[config.mk]
export PLATFORM = sky130hd
export DESIGN_NAME = mem_stage_ctrl_flat
export DESIGN_NICKNAME = d
export VERILOG_FILES = /design/src/rtl/mem_stage_ctrl_if.sv /design/src/rtl/mem_stage_ctrl.sv /design/src/flat_wrapper.sv
export SDC_FILE = /design/constraint.sdc
export NUM_CORES = 1
export LEC_CHECK = 0
export ABC_CLOCK_PERIOD_IN_PS = 3680
export BUFFER_PORTS_ARGS = -buffer_cell sky130_fd_sc_hd__buf_2
export CORE_AREA = 3 3 120 122
export CTS_BUF_LIST = sky130_fd_sc_hd__clkbuf_2 sky130_fd_sc_hd__clkbuf_4 sky130_fd_sc_hd__clkbuf_8
export CTS_CLUSTER_DIAMETER = 30
export DETAILED_ROUTE_END_ITERATION = 8
export DIE_AREA = 0 0 123 125
export GPL_TIMING_DRIVEN = 0
export HOLD_SLACK_MARGIN = 0.15
export PLACE_DENSITY = 0.69
export REMOVE_ABC_BUFFERS = 1
export SLEW_MARGIN = 30
export SYNTH_ARGS = -nofsm -noshare
export SYNTH_HDL_FRONTEND = slang
export SYNTH_SLANG_ARGS = --single-unit
[constraint.sdc]
create_clock -name clk_i -period 3.68 [get_ports clk_i]
set_clock_uncertainty 0.05 [all_clocks]
set_input_delay 0.736 -clock clk_i [delete_from_list [all_inputs] [get_ports clk_i]]
set_output_delay 0.736 -clock clk_i [all_outputs]
set_load 0.02 [all_outputs]
[src/rtl/mem_stage_ctrl_if.sv]
// Data-memory request/ready port driven by the MEM stage.
// master = MEM stage controller, slave = data memory.
interface mem_stage_ctrl_if #(
  parameter int DATA_W = 32
);
  logic              req;
  logic              we;
  logic [DATA_W-1:0] addr;
  logic [DATA_W-1:0] wdata;
  logic              ready;
  logic [DATA_W-1:0] rdata;

  modport master (
    output req, we, addr, wdata,
    input  ready, rdata
  );

  modport slave (
    input  req, we, addr, wdata,
    output ready, rdata
  );
endinterface

[src/rtl/mem_stage_ctrl.sv]
// MEM stage: data-memory access, branch resolve, MEM/WB register.
// Optional MEM_ALIGN_CHECK_EN rejects misaligned word accesses.
module mem_stage_ctrl #(
  parameter int DATA_W  = 32,
  parameter int REG_W   = 5,
  parameter int TIMEOUT = 16
) (
  input  logic              clk_i,
  input  logic              rst_i,
  input  logic              valid_i,
  input  logic [4:0]        decoder_i,
  input  logic [DATA_W-1:0] br_target_i,
  input  logic              zero_i,
  input  logic [DATA_W-1:0] alu_rslt_i,
  input  logic [DATA_W-1:0] store_data_i,
  input  logic [REG_W-1:0]  wreg_i,
  output logic              stall_o,
  output logic              pc_src_o,
  output logic [DATA_W-1:0] br_target_o,
  mem_stage_ctrl_if.master  dmem,
  output logic              wb_valid_o,
  output logic              wb_regwrite_o,
  output logic              wb_memtoreg_o,
  output logic [DATA_W-1:0] wb_rdata_o,
  output logic [DATA_W-1:0] wb_alu_o,
  output logic [REG_W-1:0]  wb_wreg_o,
  output logic              bus_err_o
);

  localparam int CW = $clog2(TIMEOUT) + 1;

  typedef enum logic {IDLE, ACCESS} state_t;

  state_t            st_q, st_d;
  logic [CW-1:0]     cnt_q, cnt_d;
  logic              mem_op, is_wr, misal;
  logic              acc, tmo;
  logic              wv_d, wrw_d, wm2r_d, err_d;
  logic [DATA_W-1:0] wrd_d, walu_d;
  logic [REG_W-1:0]  wreg_d;

  assign is_wr  = decoder_i[0];
  assign mem_op = valid_i & (decoder_i[1] | decoder_i[0]);

`ifdef MEM_ALIGN_CHECK_EN
  assign misal = mem_op & (alu_rslt_i[1:0] != 2'b00);
`else
  assign misal = 1'b0;
`endif

  assign acc = (st_q == ACCESS);
  assign tmo = acc & (cnt_q >= CW'(TIMEOUT - 1));

  // reset must release the upstream hold immediately
  assign stall_o = ~rst_i & mem_op & ~misal
                 & ~(acc & (dmem.ready | tmo));

  assign pc_src_o    = valid_i & decoder_i[2]
                     & zero_i & ~stall_o;
  assign br_target_o = br_target_i;

  assign dmem.req   = acc;
  assign dmem.we    = acc & is_wr;
  assign dmem.addr  = acc ? alu_rslt_i : '0;
  assign dmem.wdata = acc ? store_data_i : '0;

  always_comb begin
    st_d   = st_q;
    cnt_d  = cnt_q;
    wv_d   = 1'b0;
    wrw_d  = 1'b0;
    wm2r_d = 1'b0;
    wrd_d  = '0;
    walu_d = '0;
    wreg_d = '0;
    err_d  = 1'b0;
    unique case (st_q)
      IDLE: begin
        if (misal) begin
          err_d = 1'b1;
        end else if (mem_op) begin
          st_d  = ACCESS;
          cnt_d = '0;
        end else if (valid_i) begin
          wv_d   = 1'b1;
          wrw_d  = decoder_i[4];
          wm2r_d = decoder_i[3];
          walu_d = alu_rslt_i;
          wreg_d = wreg_i;
        end
      end
      ACCESS: begin
        if (cnt_q != '1) cnt_d = cnt_q + 1'b1;
        if (dmem.ready) begin
          st_d   = IDLE;
          wv_d   = 1'b1;
          wrw_d  = decoder_i[4] & ~is_wr;
          wm2r_d = decoder_i[3];
          wrd_d  = is_wr ? '0 : dmem.rdata;
          walu_d = alu_rslt_i;
          wreg_d = wreg_i;
        end else if (tmo) begin
          st_d  = IDLE;
          err_d = 1'b1;
        end
      end
    endcase
  end

  always_ff @(posedge clk_i or posedge rst_i) begin
    if (rst_i) begin
      st_q          <= IDLE;
      cnt_q         <= '0;
      wb_valid_o    <= 1'b0;
      wb_regwrite_o <= 1'b0;
      wb_memtoreg_o <= 1'b0;
      wb_rdata_o    <= '0;
      wb_alu_o      <= '0;
      wb_wreg_o     <= '0;
      bus_err_o     <= 1'b0;
    end else begin
      st_q          <= st_d;
      cnt_q         <= cnt_d;
      wb_valid_o    <= wv_d;
      wb_regwrite_o <= wrw_d;
      wb_memtoreg_o <= wm2r_d;
      wb_rdata_o    <= wrd_d;
      wb_alu_o      <= walu_d;
      wb_wreg_o     <= wreg_d;
      bus_err_o     <= err_d;
    end
  end

endmodule

[src/flat_wrapper.sv]
// flat-port wrapper written by rule: the top's interface ports become plain ports
module mem_stage_ctrl_flat 
#(
  parameter int DATA_W  = 32,
  parameter int REG_W   = 5,
  parameter int TIMEOUT = 16
)
  (clk_i, rst_i, valid_i, decoder_i, br_target_i, zero_i, alu_rslt_i, store_data_i, wreg_i, stall_o, pc_src_o, br_target_o, wb_valid_o, wb_regwrite_o, wb_memtoreg_o, wb_rdata_o, wb_alu_o, wb_wreg_o, bus_err_o, dmem_req, dmem_we, dmem_addr, dmem_wdata, dmem_ready, dmem_rdata);
  mem_stage_ctrl_if #(.DATA_W(DATA_W)) dmem_i ();
  input  logic clk_i;
  input  logic rst_i;
  input  logic valid_i;
  input  logic [4:0] decoder_i;
  input  logic [DATA_W-1:0] br_target_i;
  input  logic zero_i;
  input  logic [DATA_W-1:0] alu_rslt_i;
  input  logic [DATA_W-1:0] store_data_i;
  input  logic [REG_W-1:0] wreg_i;
  output logic stall_o;
  output logic pc_src_o;
  output logic [DATA_W-1:0] br_target_o;
  output logic wb_valid_o;
  output logic wb_regwrite_o;
  output logic wb_memtoreg_o;
  output logic [DATA_W-1:0] wb_rdata_o;
  output logic [DATA_W-1:0] wb_alu_o;
  output logic [REG_W-1:0] wb_wreg_o;
  output logic bus_err_o;
  output wire logic [$bits(dmem_i.req)-1:0] dmem_req;
  output wire logic [$bits(dmem_i.we)-1:0] dmem_we;
  output wire logic [$bits(dmem_i.addr)-1:0] dmem_addr;
  output wire logic [$bits(dmem_i.wdata)-1:0] dmem_wdata;
  input wire logic [$bits(dmem_i.ready)-1:0] dmem_ready;
  input wire logic [$bits(dmem_i.rdata)-1:0] dmem_rdata;
  assign dmem_req = dmem_i.req;
  assign dmem_we = dmem_i.we;
  assign dmem_addr = dmem_i.addr;
  assign dmem_wdata = dmem_i.wdata;
  assign dmem_i.ready = dmem_ready;
  assign dmem_i.rdata = dmem_rdata;
  mem_stage_ctrl #(.DATA_W(DATA_W), .REG_W(REG_W), .TIMEOUT(TIMEOUT)) u_core (.clk_i(clk_i), .rst_i(rst_i), .valid_i(valid_i), .decoder_i(decoder_i), .br_target_i(br_target_i), .zero_i(zero_i), .alu_rslt_i(alu_rslt_i), .store_data_i(store_data_i), .wreg_i(wreg_i), .stall_o(stall_o), .pc_src_o(pc_src_o), .br_target_o(br_target_o), .dmem(dmem_i), .wb_valid_o(wb_valid_o), .wb_regwrite_o(wb_regwrite_o), .wb_memtoreg_o(wb_memtoreg_o), .wb_rdata_o(wb_rdata_o), .wb_alu_o(wb_alu_o), .wb_wreg_o(wb_wreg_o), .bus_err_o(bus_err_o));
endmodule
; Word level (Yosys, flattened, before mapping)
; Cells that the tools add are included.
[totals]
output_inout_bits = 173
ff_bits = 79
inputBits = 143
word_cells = 67
[op_classes]
eq_ne = 3
order_cmp = 1
n_mux = 35
addsub = 1
bitwise = 17
n_reduce_logical = 1
[op_table]
columns = operator, n
row1 = two-way mux 32 bit, 8
row2 = case mux 32 bit (2 select lines), 1
row3 = two-way mux 5 bit, 5
row4 = case mux 5 bit (2 select lines), 2
row5 = two-way mux 1 bit, 14
row6 = AND 1 bit, 10
row7 = case mux 1 bit (2 select lines), 5
row8 = "adder 5 x 1 -> 5 bit, second input constant", 1
row9 = ">= comparator 5 x 4 -> 1 bit, second input constant", 1
row10 = "!= test 5 bit, second input constant", 1
row11 = NOT 1 bit, 5
row12 = "!= test 2 x 1 -> 1 bit, second input constant", 1
row13 = "!= test 2 bit, second input constant", 1
row14 = OR 1 bit, 2
row15 = AND reduction 2 bit, 1

; Logic depth before layout (Yosys ltp)
[depth]
depth_word = 8
ltp_mapped = 6
depth_no_buf = 6

; Worst setup path before layout
; Ideal clock, no wire load.
[synth_path]
path_type = in2out
start = in rst_i
end = out stall_o
cell_stages = 3
t_arrival_ps = 3102
t_required_ps = 2894
n_path_buf = 0
slack_ps = -208
path_cell_list = inv_1 -> nand4_1 -> a21oi_1
[synth_via]
elab_chain_cells = 3
[synth_rtl]
columns = item, line_no
row1 = from (decl), flat_wrapper.sv:11  ; input logic rst_i;
row2 = NOT 1 bit, mem_stage_ctrl.sv:55  ; assign stall_o = ~rst_i & mem_op & ~misal
row3 = AND 1 bit, mem_stage_ctrl.sv:55
row4 = AND 1 bit, mem_stage_ctrl.sv:56  ; & ~(acc & (dmem.ready | tmo));
row5 = to (decl), flat_wrapper.sv:19  ; output logic stall_o;
; No other way between the ends.

; Worst setup path after layout
[layout_path]
start = reg u_core.cnt_q[0]
end = out pc_src_o
[layout_via]
elab_chain_cells = 8
[layout_rtl]
columns = item, line_no
row1 = from (decl), mem_stage_ctrl.sv:35  ; logic [CW-1:0] cnt_q, cnt_d;
row2 = from (signal assigned), mem_stage_ctrl.sv:123  ; cnt_q <= cnt_d;
row3 = >= comparator 5 x 4 -> 1 bit, mem_stage_ctrl.sv:52  ; assign tmo = acc & (cnt_q >= CW'(TIMEOUT - 1));
row4 = AND 1 bit, mem_stage_ctrl.sv:52
row5 = OR 1 bit, mem_stage_ctrl.sv:56
row6 = AND 1 bit, mem_stage_ctrl.sv:56
row7 = NOT 1 bit, mem_stage_ctrl.sv:56
row8 = AND 1 bit, mem_stage_ctrl.sv:56
row9 = NOT 1 bit, mem_stage_ctrl.sv:59  ; & zero_i & ~stall_o;
row10 = AND 1 bit, mem_stage_ctrl.sv:59
row11 = to (decl), flat_wrapper.sv:20  ; output logic pc_src_o;
; No other way between the ends.

==> run summary <==
Final critical-path share of the clock period: 77.1%. The clock transition at the registers of the reported paths came out at 0.08 ns. For the data required time of the worst path, the log shows 2.89 ns. The number of setup buffers added after CTS is 0. Dividing the detail-routed wire length by the instance count gives 15.5 µm.

Summing the areas of all xor and xnor instances in the mapped netlist gives 0.251% of the synthesized area. The endpoint identified for the worst register-to-register timing path is u_core.cnt_q[3]. At the pin with the least slew margin, the transition time is 0.522 ns. The placer congestion estimate was 0.748. The dominant cell type by count on the critical path is ha_1. Clock tree synthesis selected as its root buffer the cell clkbuf_8.

The analysis attributes to cell leakage a power of 2.93 nW. The first detailed-routing pass ran for 5 iterations. The total power was 2.24 mW. Compared with the post-synthesis result, the final layout area differs by 42.1%.

The number of cells on the worst reg-to-reg path is 6. Initial DRC count: 46. The reg-to-reg critical path startpoint was u_core.cnt_q[0]. Clock buffer count from CTS: 9. The post-synthesis mux area share is 0.323%. For the worst-skew pair, the clock arrives at the later sink with an insertion delay of 0.34 ns. The via-per-instance ratio came out at 4.10. Category of the critical setup timing path: reg2out. The largest single stage delay on the critical path is 0.42 ns.

Yosys mapped a number of flops with a built-in enable equal to 0. The Yosys step of the flow raised 0 warnings. For this design the ratio of total power to cell area is 453 nW/µm².

The highest net fanout along the worst path was 4. After synthesis, the largest family of logic cells by area is simple AND/OR/NAND/NOR gates. The tools report the number of standard cells after synthesis as 299. The final count of pins violating max slew was 0; the minimum clock period after layout was 2.84 ns. After synthesis, flip-flops and latches occupy 56.7% of the total area. TritonCTS built the clock tree. The number of hold violations in the final report is 0. Setup violations remaining at the end of the flow were counted as 0. For this design, the CTS-stage hold fixing added 0 buffers. The final antenna-violating net count is 0, and the headroom to the max-slew limit is 65.1%. For this run, design rule violations remaining after detail routing come to 0. Counting flops with an async set or reset pin after synthesis yields a share of 100%. The logs give 13.6% for the global-route usage over all layers and 2.05 ns for the worst path arrival time.

The maximum level of the CTS H-tree is 3, and the number of rows in the core area is 42. The count of input and output buffers came out at 251. In this run the mean area of a mapped cell was 11.7 µm². The slowest stage of the critical path is the dfrtp_1 cell. Walking the worst path, the cells encountered are ha_1 -> and3_1 -> ha_1 -> a211oi_1 -> o2bb2ai_1 -> buf_2. Across all register-to-register paths, the minimum setup slack is 1.63 ns. The worst supply voltage drop on vdd is 0.134 mV, and the fraction of the mapped netlist area in compound gates is 2.66%. The floorplan step defined a die boundary enclosing 15400 µm². In the final layout, the share of cells above drive strength 1 is 54.8%. Max-cap violations in this run came to 0. The clock passes through at most 2 buffers. The first global-routing pass estimated 15600 µm of wire. Antenna diode count: 0. The tightest hold path in the finished design has a slack of 0.357 ns. The flow ran to the end, and the final reports show no timing, DRC or antenna violations. The core outline area was 13300 µm²; the post-synthesis share of cell area spent on and, or, nand and nor gates was 29.1%.

Setup repair after global routing left no endpoint under its margin. The logs give 0.353 GHz for the maximum clock frequency and 0 for the count of cells resized by post-cts repair. The worst setup path is launched from a flip-flop. Summed over all layers, the routed wires come to 10800 µm. The net count of the finished layout is 663. Classification of the worst-slack hold path: in2async.

The initial utilization of the core area, before any placement, comes to 26.2%. The via count of the first global-routing pass is 2942, and the via total after detailed routing is 2859. The synthesized netlist contains 29 unique library cells.

Summing the areas of all fa, ha and maj instances in the mapped netlist gives 1.08% of the synthesized area. Entering global routing, the biggest net connects 64 pins. The top-level port count is 316. The wire-length estimate of the detail-placed layout is 8750 µm. The clock drives 79 sinks. From bottom edge to top edge, the die measures 125 µm.

The overall die width came out at 123 µm. The most used flip-flop cell after synthesis is dfrtp_1. The tools report the kind of end point of the critical path as a primary output. Global routing finished with a remaining overflow of 0.

The initial antenna violation count was 0. The mapped netlist covers 3490 µm². The number of synthesized register bits was 79.
how the worst max path moves through the flow:
stage / startpoint / end / slack [ns] / cells past startpoint
floorplan: rst_i / stall_o / -0.21 / 3
global placement: rst_i / stall_o / -0.91 / 5
detailed placement: rst_i / stall_o / 0.86 / 6
CTS: u_core.cnt_q[0] / stall_o / 0.81 / 6
global route: u_core.cnt_q[0] / pc_src_o / 0.70 / 6
finish: u_core.cnt_q[0] / pc_src_o / 0.84 / 6
synth_stat cells, types with 2 or more instances:
library cell,instances,area [µm²]
nand2_1,2,7.51
clkbuf_1,10,37.5
a22o_1,3,26.3
inv_1,5,18.8
ha_1,3,37.5
and3_1,5,31.3
nor2b_1,30,188
a211o_1,2,17.5
buf_4,32,240
dfrtp_1,79,1980
nor2b_4,10,138
and2_1,97,607
a21oi_1,3,15.0
buf_2,3,15.0
kinds of logic after synthesis:
kind of cell | count (synthesis)
compound gates | 12
xor+xnor | 1
fa+ha+maj | 3
buf+inv | 52
flops | 79
mux | 1
simple gates | 151
registers in the layout, indices dropped and copies added, names as in the netlist, 5 cells and up:
name,flops
u_core.wb_alu_o,32
u_core.wb_rdata_o,32
u_core.cnt_q,5
u_core.wb_wreg_o,5
where the power goes:
part           switching, mW  total, mW  leakage, nW  internal, mW
clock network          0.314      0.719        0.113         0.404
registers             0.0395      0.969         1.07         0.930
logic                  0.333      0.557         1.74         0.224
total                  0.687       2.24         2.93          1.56
critical path: cells and delay by family, from the launching register on:
family / cells / cell delay, ns
buffers and inverters: 1 / 0.17
AND/OR/NAND/NOR: 1 / 0.21
flip-flops: 1 / 0.42
AO/OA/AOI/OAI: 2 / 0.46
adder cells (fa/ha/maj): 2 / 0.46
stage by stage:
step / setup TNS [ns] / setup WS (ns) / instance area [µm²] / std cells / utilization [%]
after global routing: 0 / 0.699 / 4950 / 698 / 37.2
after global placement: -4.25 / -0.913 / 4640 / 679 / 34.9
final: 0 / 0.844 / 4950 / 698 / 37.2
after floorplan: -0.274 / -0.208 / 3160 / 252 / -
after detailed placement: 0 / 0.858 / 4720 / 682 / 35.5
after CTS: 0 / 0.810 / 4950 / 698 / 37.2
layout make-up:
type                       count  area (µm²)
fill                        1298        8340
sequential                    79        1980
timing repair buffer         254        1320
multi-input combinational    168        1180
tap                          176         220
clock buffer                  10         138
clock inverter                 6        90.1
inverter                       5        21.3
cell usage in the layout, fill, tap and decap left out, types with 2 or more instances in the layout:
master       n
a211o_1      2
a21oi_1      3
a22o_1       3
and2_1      97
and3_1       5
buf_12       2
buf_2      251
bufinv_16    2
clkbuf_8    10
dfrtp_1     78
ha_1         3
inv_1        4
inv_6        2
nand2_1      2
nor2b_1     30
nor2b_4     10
layer usage:
layer  up-vias  GRT usage [%]  share of wire (%)
met5         -           2.96               0.58
met4         2           4.10                1.2
met3        11           8.08                 16
met2       235           21.2                 44
met1      1282           15.4                 38
li1       1329              -                  -
(Power assumes the default switching activity.)
